`src/rtl/mem_tester_pkg.sv`:
```
// Shared types and helpers for the on-chip RAM tester: FSM encoding, error counter width, test pattern.
package mem_tester_pkg;

  localparam int ERR_CNT_W = 16;
  localparam int PAT_W     = 64;

  typedef enum logic [2:0] {
    ST_IDLE  = 3'd0,
    ST_WRITE = 3'd1,
    ST_READ  = 3'd2,
    ST_DRAIN = 3'd3,
    ST_DONE  = 3'd4
  } state_t;

  // Word i of the test pattern; callers truncate to their data width.
  function automatic logic [PAT_W-1:0] pattern_word(input logic [PAT_W-1:0] seed,
                                                    input logic [PAT_W-1:0] idx);
    return seed + idx;
  endfunction

endpackage

```
`src/rtl/onchip_mem_tester_if.sv`:
```
// Avalon-MM bus between the tester (master) and a single-port on-chip RAM (slave, fixed read latency).
interface onchip_mem_tester_if #(
  parameter int ADDR_W = 10,
  parameter int DATA_W = 32
);
  logic [ADDR_W-1:0]   avm_address;
  logic [DATA_W/8-1:0] avm_byteenable;
  logic                avm_chipselect;
  logic                avm_write;
  logic [DATA_W-1:0]   avm_writedata;
  logic                avm_clken;
  logic [DATA_W-1:0]   avm_readdata;

  modport master (
    output avm_address, avm_byteenable, avm_chipselect, avm_write, avm_writedata, avm_clken,
    input  avm_readdata
  );

  modport slave (
    input  avm_address, avm_byteenable, avm_chipselect, avm_write, avm_writedata, avm_clken,
    output avm_readdata
  );
endinterface

```
`src/rtl/mem_tester_rd_pipe.sv`:
```
// Delays {valid, expected, address} by READ_LATENCY to meet returning read data; counts mismatches.
// Latency READ_LATENCY cycles; no backpressure, one compare per cycle.
module mem_tester_rd_pipe
  import mem_tester_pkg::*;
#(
  parameter int ADDR_W       = 10,
  parameter int DATA_W       = 32,
  parameter int READ_LATENCY = 1
) (
  input  logic                 clk,
  input  logic                 reset_n,
  input  logic                 clear_i,
  input  logic                 issue_vld_i,
  input  logic [DATA_W-1:0]    issue_dat_i,
  input  logic [ADDR_W-1:0]    issue_addr_i,
  input  logic [DATA_W-1:0]    rd_dat_i,
  output logic [ERR_CNT_W-1:0] err_count_o,
  output logic [ADDR_W-1:0]    first_err_addr_o
);
  localparam int LAST = READ_LATENCY - 1;

  logic                 vld_q  [READ_LATENCY];
  logic [DATA_W-1:0]    exp_q  [READ_LATENCY];
  logic [ADDR_W-1:0]    addr_q [READ_LATENCY];
  logic [ERR_CNT_W-1:0] err_cnt_q, err_cnt_d;
  logic [ADDR_W-1:0]    first_q, first_d;
  logic                 mismatch;

  assign mismatch = vld_q[LAST] && (rd_dat_i != exp_q[LAST]);

  always_ff @(posedge clk or negedge reset_n) begin
    if (!reset_n) begin
      for (int s = 0; s < READ_LATENCY; s++) begin
        vld_q[s]  <= 1'b0;
        exp_q[s]  <= '0;
        addr_q[s] <= '0;
      end
    end else begin
      vld_q[0]  <= issue_vld_i;
      exp_q[0]  <= issue_dat_i;
      addr_q[0] <= issue_addr_i;
      for (int s = 1; s < READ_LATENCY; s++) begin
        vld_q[s]  <= vld_q[s-1];
        exp_q[s]  <= exp_q[s-1];
        addr_q[s] <= addr_q[s-1];
      end
    end
  end

  // Counter saturates; a non-zero count also marks that the first address is already held.
  always_comb begin
    err_cnt_d = err_cnt_q;
    first_d   = first_q;
    if (clear_i) begin
      err_cnt_d = '0;
      first_d   = '0;
    end else if (mismatch) begin
      if (err_cnt_q != '1) err_cnt_d = err_cnt_q + ERR_CNT_W'(1);
      if (err_cnt_q == '0) first_d = addr_q[LAST];
    end
  end

  always_ff @(posedge clk or negedge reset_n) begin
    if (!reset_n) begin
      err_cnt_q <= '0;
      first_q   <= '0;
    end else begin
      err_cnt_q <= err_cnt_d;
      first_q   <= first_d;
    end
  end

  assign err_count_o      = err_cnt_q;
  assign first_err_addr_o = first_q;
endmodule

```
`src/rtl/onchip_mem_tester.sv`:
```
// Avalon-MM RAM self-test master: writes seed+i over a wrapping window, reads back, counts mismatches.
// One access per cycle, done 2*length+READ_LATENCY+1 cycles after start; slave never stalls, no backpressure.
module onchip_mem_tester
  import mem_tester_pkg::*;
#(
  parameter int ADDR_W       = 10,
  parameter int DATA_W       = 32,
  parameter int READ_LATENCY = 1
) (
  input  logic                 clk,
  input  logic                 reset_n,
  input  logic                 start,
  input  logic [ADDR_W-1:0]    base_addr,
  input  logic [ADDR_W:0]      length,
  input  logic [DATA_W-1:0]    seed,
  output logic                 busy,
  output logic                 done,
  output logic                 pass,
  output logic [ERR_CNT_W-1:0] err_count,
  output logic [ADDR_W-1:0]    first_err_addr,
  onchip_mem_tester_if.master  avm
);
  localparam logic [ADDR_W:0] IDX_ONE    = (ADDR_W+1)'(1);
  localparam logic [ADDR_W:0] DRAIN_LAST = (ADDR_W+1)'(READ_LATENCY - 1);

  state_t            state_q, state_d;
  logic [ADDR_W:0]   idx_q, idx_d;
  logic [ADDR_W:0]   len_q;
  logic [ADDR_W-1:0] base_q;
  logic [DATA_W-1:0] seed_q;
  logic              done_q, done_d;
  logic              start_acc, last_idx, rd_issue;
  logic [ADDR_W-1:0] cur_addr;
  logic [DATA_W-1:0] cur_data;

  assign start_acc = (state_q == ST_IDLE) && start;
  assign last_idx  = (idx_q == len_q - IDX_ONE);
  assign rd_issue  = (state_q == ST_READ);
  assign cur_addr  = base_q + idx_q[ADDR_W-1:0];
  assign cur_data  = DATA_W'(pattern_word(PAT_W'(seed_q), PAT_W'(idx_q)));

  always_ff @(posedge clk or negedge reset_n) begin
    if (!reset_n) begin
      state_q <= ST_IDLE;
      idx_q   <= '0;
      len_q   <= '0;
      base_q  <= '0;
      seed_q  <= '0;
      done_q  <= 1'b0;
    end else begin
      state_q <= state_d;
      idx_q   <= idx_d;
      done_q  <= done_d;
      if (start_acc) begin
        base_q <= base_addr;
        len_q  <= length;
        seed_q <= seed;
      end
    end
  end

  // idx_q counts words in WRITE/READ and drain cycles in DRAIN.
  always_comb begin
    state_d = state_q;
    idx_d   = idx_q;
    unique case (state_q)
      ST_IDLE: begin
        if (start) begin
          state_d = (length == '0) ? ST_DONE : ST_WRITE;
          idx_d   = '0;
        end
      end
      ST_WRITE: begin
        if (last_idx) begin
          state_d = ST_READ;
          idx_d   = '0;
        end else begin
          idx_d = idx_q + IDX_ONE;
        end
      end
      ST_READ: begin
        if (last_idx) begin
          state_d = ST_DRAIN;
          idx_d   = '0;
        end else begin
          idx_d = idx_q + IDX_ONE;
        end
      end
      ST_DRAIN: begin
        if (idx_q == DRAIN_LAST) begin
          state_d = ST_DONE;
          idx_d   = '0;
        end else begin
          idx_d = idx_q + IDX_ONE;
        end
      end
      ST_DONE:  state_d = ST_IDLE;
      default:  state_d = ST_IDLE;
    endcase
    done_d = (state_d == ST_DONE) ? 1'b1 : (start_acc ? 1'b0 : done_q);
  end

  always_comb begin
    busy               = 1'b0;
    avm.avm_chipselect = 1'b0;
    avm.avm_write      = 1'b0;
    avm.avm_address    = '0;
    avm.avm_writedata  = '0;
    unique case (state_q)
      ST_WRITE: begin
        busy               = 1'b1;
        avm.avm_chipselect = 1'b1;
        avm.avm_write      = 1'b1;
        avm.avm_address    = cur_addr;
        avm.avm_writedata  = cur_data;
      end
      ST_READ: begin
        busy               = 1'b1;
        avm.avm_chipselect = 1'b1;
        avm.avm_address    = cur_addr;
      end
      ST_DRAIN: busy = 1'b1;
      default: ;
    endcase
  end

  assign avm.avm_byteenable = '1;
  assign avm.avm_clken      = 1'b1;

  mem_tester_rd_pipe #(
    .ADDR_W       (ADDR_W),
    .DATA_W       (DATA_W),
    .READ_LATENCY (READ_LATENCY)
  ) u_rd_pipe (
    .clk              (clk),
    .reset_n          (reset_n),
    .clear_i          (start_acc),
    .issue_vld_i      (rd_issue),
    .issue_dat_i      (cur_data),
    .issue_addr_i     (cur_addr),
    .rd_dat_i         (avm.avm_readdata),
    .err_count_o      (err_count),
    .first_err_addr_o (first_err_addr)
  );

  assign done = done_q;
  assign pass = done_q && (err_count == '0);
endmodule

```
`src/flat_wrapper.sv`:
```
// flat-port wrapper written by rule: the top's interface ports become plain ports
module onchip_mem_tester_flat import mem_tester_pkg::*;
#(
  parameter int ADDR_W       = 10,
  parameter int DATA_W       = 32,
  parameter int READ_LATENCY = 1
)
  (clk, reset_n, start, base_addr, length, seed, busy, done, pass, err_count, first_err_addr, avm_avm_address, avm_avm_byteenable, avm_avm_chipselect, avm_avm_write, avm_avm_writedata, avm_avm_clken, avm_avm_readdata);
  onchip_mem_tester_if #(.ADDR_W(ADDR_W), .DATA_W(DATA_W)) avm_i ();
  input  logic clk;
  input  logic reset_n;
  input  logic start;
  input  logic [ADDR_W-1:0] base_addr;
  input  logic [ADDR_W:0] length;
  input  logic [DATA_W-1:0] seed;
  output logic busy;
  output logic done;
  output logic pass;
  output logic [ERR_CNT_W-1:0] err_count;
  output logic [ADDR_W-1:0] first_err_addr;
  output wire logic [$bits(avm_i.avm_address)-1:0] avm_avm_address;
  output wire logic [$bits(avm_i.avm_byteenable)-1:0] avm_avm_byteenable;
  output wire logic [$bits(avm_i.avm_chipselect)-1:0] avm_avm_chipselect;
  output wire logic [$bits(avm_i.avm_write)-1:0] avm_avm_write;
  output wire logic [$bits(avm_i.avm_writedata)-1:0] avm_avm_writedata;
  output wire logic [$bits(avm_i.avm_clken)-1:0] avm_avm_clken;
  input wire logic [$bits(avm_i.avm_readdata)-1:0] avm_avm_readdata;
  assign avm_avm_address = avm_i.avm_address;
  assign avm_avm_byteenable = avm_i.avm_byteenable;
  assign avm_avm_chipselect = avm_i.avm_chipselect;
  assign avm_avm_write = avm_i.avm_write;
  assign avm_avm_writedata = avm_i.avm_writedata;
  assign avm_avm_clken = avm_i.avm_clken;
  assign avm_i.avm_readdata = avm_avm_readdata;
  onchip_mem_tester #(.ADDR_W(ADDR_W), .DATA_W(DATA_W), .READ_LATENCY(READ_LATENCY)) u_core (.clk(clk), .reset_n(reset_n), .start(start), .base_addr(base_addr), .length(length), .seed(seed), .busy(busy), .done(done), .pass(pass), .err_count(err_count), .first_err_addr(first_err_addr), .avm(avm_i));
endmodule
```
`config.mk`:
```
export PLATFORM = sky130hd
export DESIGN_NAME = onchip_mem_tester_flat
export DESIGN_NICKNAME = d
export VERILOG_FILES = /design/src/rtl/mem_tester_pkg.sv /design/src/rtl/onchip_mem_tester_if.sv /design/src/rtl/mem_tester_rd_pipe.sv /design/src/rtl/onchip_mem_tester.sv /design/src/flat_wrapper.sv
export SDC_FILE = /design/constraint.sdc
export NUM_CORES = 1
export LEC_CHECK = 0
export ABC_AREA = 0
export CAP_MARGIN = 20
export CORE_AREA = 2 2 128 130
export DETAILED_ROUTE_END_ITERATION = 8
export DIE_AREA = 0 0 130 132
export GPL_ROUTABILITY_DRIVEN = 0
export PLACE_DENSITY = 0.88
export SYNTH_ARGS = -nofsm -noshare
export SYNTH_HDL_FRONTEND = slang
export SYNTH_SLANG_ARGS = --single-unit
```
`constraint.sdc`:
```
create_clock -name clk -period 6.15 [get_ports clk]
set_input_delay 1.845 -clock clk [delete_from_list [all_inputs] [get_ports clk]]
set_output_delay 1.845 -clock clk [all_outputs]
set_load 0.02 [all_outputs]
```
==> results of run 1 <==
worst min-delay path, stage by stage (launching register included):
cell	delay (ns)
dfrtp_1	0.35
nand2_1	0.05
nand2_1	0.06
cell families after synthesis:
family / after synthesis / share of synthesized area (%)
mux: 17 / 2.17
other cells: 1 / 0.0475
simple gates: 416 / 25.9
compound gates: 156 / 12.9
xor+xnor: 63 / 6.98
flops: 137 / 43.4
fa+ha+maj: 28 / 4.59
buf+inv: 75 / 4.02
how the worst min path moves through the flow:
stage	start	end	slack [ns]	cells after the start
global route	u_core.u_rd_pipe.addr_q[2]	u_core.u_rd_pipe.first_err_addr_o[2]	0.53	2
global placement	u_core.seed_q[10]	u_core.seed_q[10]	0.47	2
CTS	u_core.base_q[7]	u_core.base_q[7]	0.49	2
floorplan	u_core.base_q[0]	u_core.base_q[0]	0.45	2
detailed placement	u_core.seed_q[9]	u_core.seed_q[9]	0.48	2
finish	u_core.base_q[7]	u_core.base_q[7]	0.49	2
metrics by stage:
| step | setup slack (ns) | hold slack, ns | power [mW] | utilization [%] | instances |
|---|---|---|---|---|---|
| floorplan | 1.60 | 0.452 | 3.38 | - | 897 |
| global placement | 0.962 | 0.467 | 4.40 | 61.2 | 1231 |
| detailed placement | 0.903 | 0.476 | 4.49 | 61.2 | 1231 |
| CTS | 0.443 | 0.491 | 5.56 | 65.1 | 1263 |
| global route | 0.268 | 0.532 | 5.92 | 65.1 | 1263 |
| finish | 0.435 | 0.487 | 5.56 | 65.1 | 1264 |
state kept, by name, summed over array words and instances, names as in the netlist:
signal / count
u_core.base_q: 10
u_core.done: 1
u_core.idx_q: 11
u_core.len_q: 11
u_core.seed_q: 32
u_core.state_q: 3
u_core.u_rd_pipe.addr_q: 10
u_core.u_rd_pipe.err_count_o: 16
u_core.u_rd_pipe.exp_q: 32
u_core.u_rd_pipe.first_err_addr_o: 10
u_core.u_rd_pipe.vld_q: 1
cell usage in the layout, fill, tap and decap left out, types with 14 or more instances in the layout:
master and n:
xor2_1 14, nand2_1 196, mux2i_1 16, or4_1 15
a21oi_1 43, and2_1 24, nor3_1 16, o21ai_0 33
dfrtp_1 137, nand3_1 29, ha_1 25, nor2_1 40
xnor2_1 49, inv_1 28, or3_1 14, nand4_1 20
clkbuf_16 17, o31ai_1 19, clkdlybuf4s50_1 159
synthesized netlist by cell type (9+ instances only):
cell | n | area, sq um
nand2b_1 | 9 | 56.3
ha_1 | 25 | 313
dfrtp_1 | 137 | 3430
or4_1 | 15 | 113
o21ai_0 | 33 | 165
clkbuf_1 | 36 | 135
nor2_1 | 40 | 150
or3_1 | 14 | 87.6
xor2_1 | 14 | 123
nor4_1 | 13 | 81.3
nand3_1 | 29 | 145
o31ai_1 | 19 | 143
mux2i_1 | 16 | 160
a21oi_1 | 43 | 215
and2_1 | 24 | 150
xnor2_1 | 49 | 429
nand2_1 | 196 | 736
inv_1 | 28 | 105
nor3_1 | 16 | 80.1
nand4_1 | 20 | 125
report_power, final:
group	internal (mW)	switching (mW)	total [mW]
sequential	1.27	0.382	1.65
combinational	1.28	1.60	2.88
clock	0.637	0.396	1.03
metal layers:
layer	track usage [%]	vias up	wire length, um
met5	0	-	0
met3	5.60	59	1480
met2	42.7	300	10600
li1	-	3420	-
met1	31.2	3375	8530
met4	10.1	0	718
area by class of cell:
class	instances	area [sq um]
sequential	137	3430
tap	216	270
clock inverter	15	178
multi-input combinational	685	4180
timing repair buffer	164	1630
clock buffer	17	425
fill	1202	5490
inverter	29	109
antenna	1	2.50
==> impl_metrics.ini, run 1 <==
[outcome]
outcome = finished clean

[timing]
finalCriticalPeriod_ns = 5.72
max_slew_margin_pct = 32.5
finalCritPeriodShare_pct = 92.9
max_clock_freq_mhz = 175
setup-violations-final = 0
skew_ns = 0.00674
setup_tns_ns = 0
hold_viol = 0
worst_pin_slew_ns = 1.00
rsz0062_at_grt = no
final_max_slew_viol_count = 0

[cts]
clkLatencyLatePin_ns = 0.42
numCtsBuffers = 17
ctsResizeCount = 0
cts.sink_count = 137
clkTransAtPathRegs_ns = 0.06
cts-htree-levels = 4
cts_tree = yes
postCtsHoldBufs = 0
cts_buffer_depth = 2
cts_setup_buffers = 0
root_buffer = clkbuf_16

[grt]
antenna_found_initial = 1
grt_max_degree = 97
grt_pass1_wl_mm = 34.1
grt_usage_pct = 25.2
globalRouteOverflowTotal = 0
grt_pass1_vias = 6923

[worst_setup_path]
cp.required_ns = 4.30
r2r_slack_ns = 3.21
critPathMaxFanout = 21
crit_chain = ha_1, a21o_1, a21oi_1, o211a_1, o41a_1, or4_1, a21oi_1, clkdlybuf4s50_1
endpoint = avm_avm_writedata[29]
worst-path-stages = 8
worstReg2RegEnd = u_core.idx_q[6]
cp-end-kind = primary output
cp_slowest_cell = o41a_1
r2r_start = u_core.len_q[0]
crit_top_cell = a21oi_1
reg2reg_depth = 8
startpoint_type = register
crit_start = u_core.idx_q[1]
setup.worst_path.class = register to primary output
arrival_ns = 3.87
cpPeakStageDelay_ns = 0.69
cp.buffers_inverters = 1
crit_family = compound AO/OA/AOI/OAI gates

[run]
maxCapViolCount = 0

[layout]
syn_to_final_growth_pct = 29.4
drive_gt1_share_pct = 5.44
final_cell_area_sq_mm = 0.0102
nNetsFinal = 1149

[hold_path]
hold_class = register to register

[pwr]
powerDensity_mw_per_mm2 = 544
leakagePower_nw = 4.40
peakVddDrop_mv = 0.309

[drt]
vias = 7154
drt_iter0_markers = 630
drt_wl_total_mm = 21.4
via_per_inst = 5.66
wl_per_cell_um = 16.9
ant_nets = 0
dr.pass1.iters = 5
drc = 0

[die]
core_area_sq_mm = 0.0157
num_rows = 46
start_util_pct = 50.3
die_h_um = 132
die_x_um = 130
dieArea_sq_mm = 0.0172
io_pins = 166

[synth]
ys.warnings.count = 0
async_flop_share_pct = 100
synth_cell_type_count = 68
synth_top_flop_cell = dfrtp_1
synth_edf_count = 0
ys_seq_area_share_pct = 43.4
syn_inst = 893
synth.avg_cell_area_sq_um = 8.85
netlist_area_sq_mm = 0.00790
ys_seq_elements = 137

[place]
port_buffers = 160
placed_area_sq_mm = 0.00962
dpl.hpwl_mm = 15.3
Power figures use the tool's default switching activity.
==> run 2: changes to the inputs <==
--- a/config.mk
+++ b/config.mk
@@ -6,6 +6,7 @@
 export NUM_CORES = 1
 export LEC_CHECK = 0
 export ABC_AREA = 0
+export ABC_CLOCK_PERIOD_IN_PS = 6150
 export CAP_MARGIN = 20
 export CORE_AREA = 2 2 128 130
 export DETAILED_ROUTE_END_ITERATION = 8
==> results of run 2 <==
No change in the layout: final DEF, timing and power equal those of run 1.
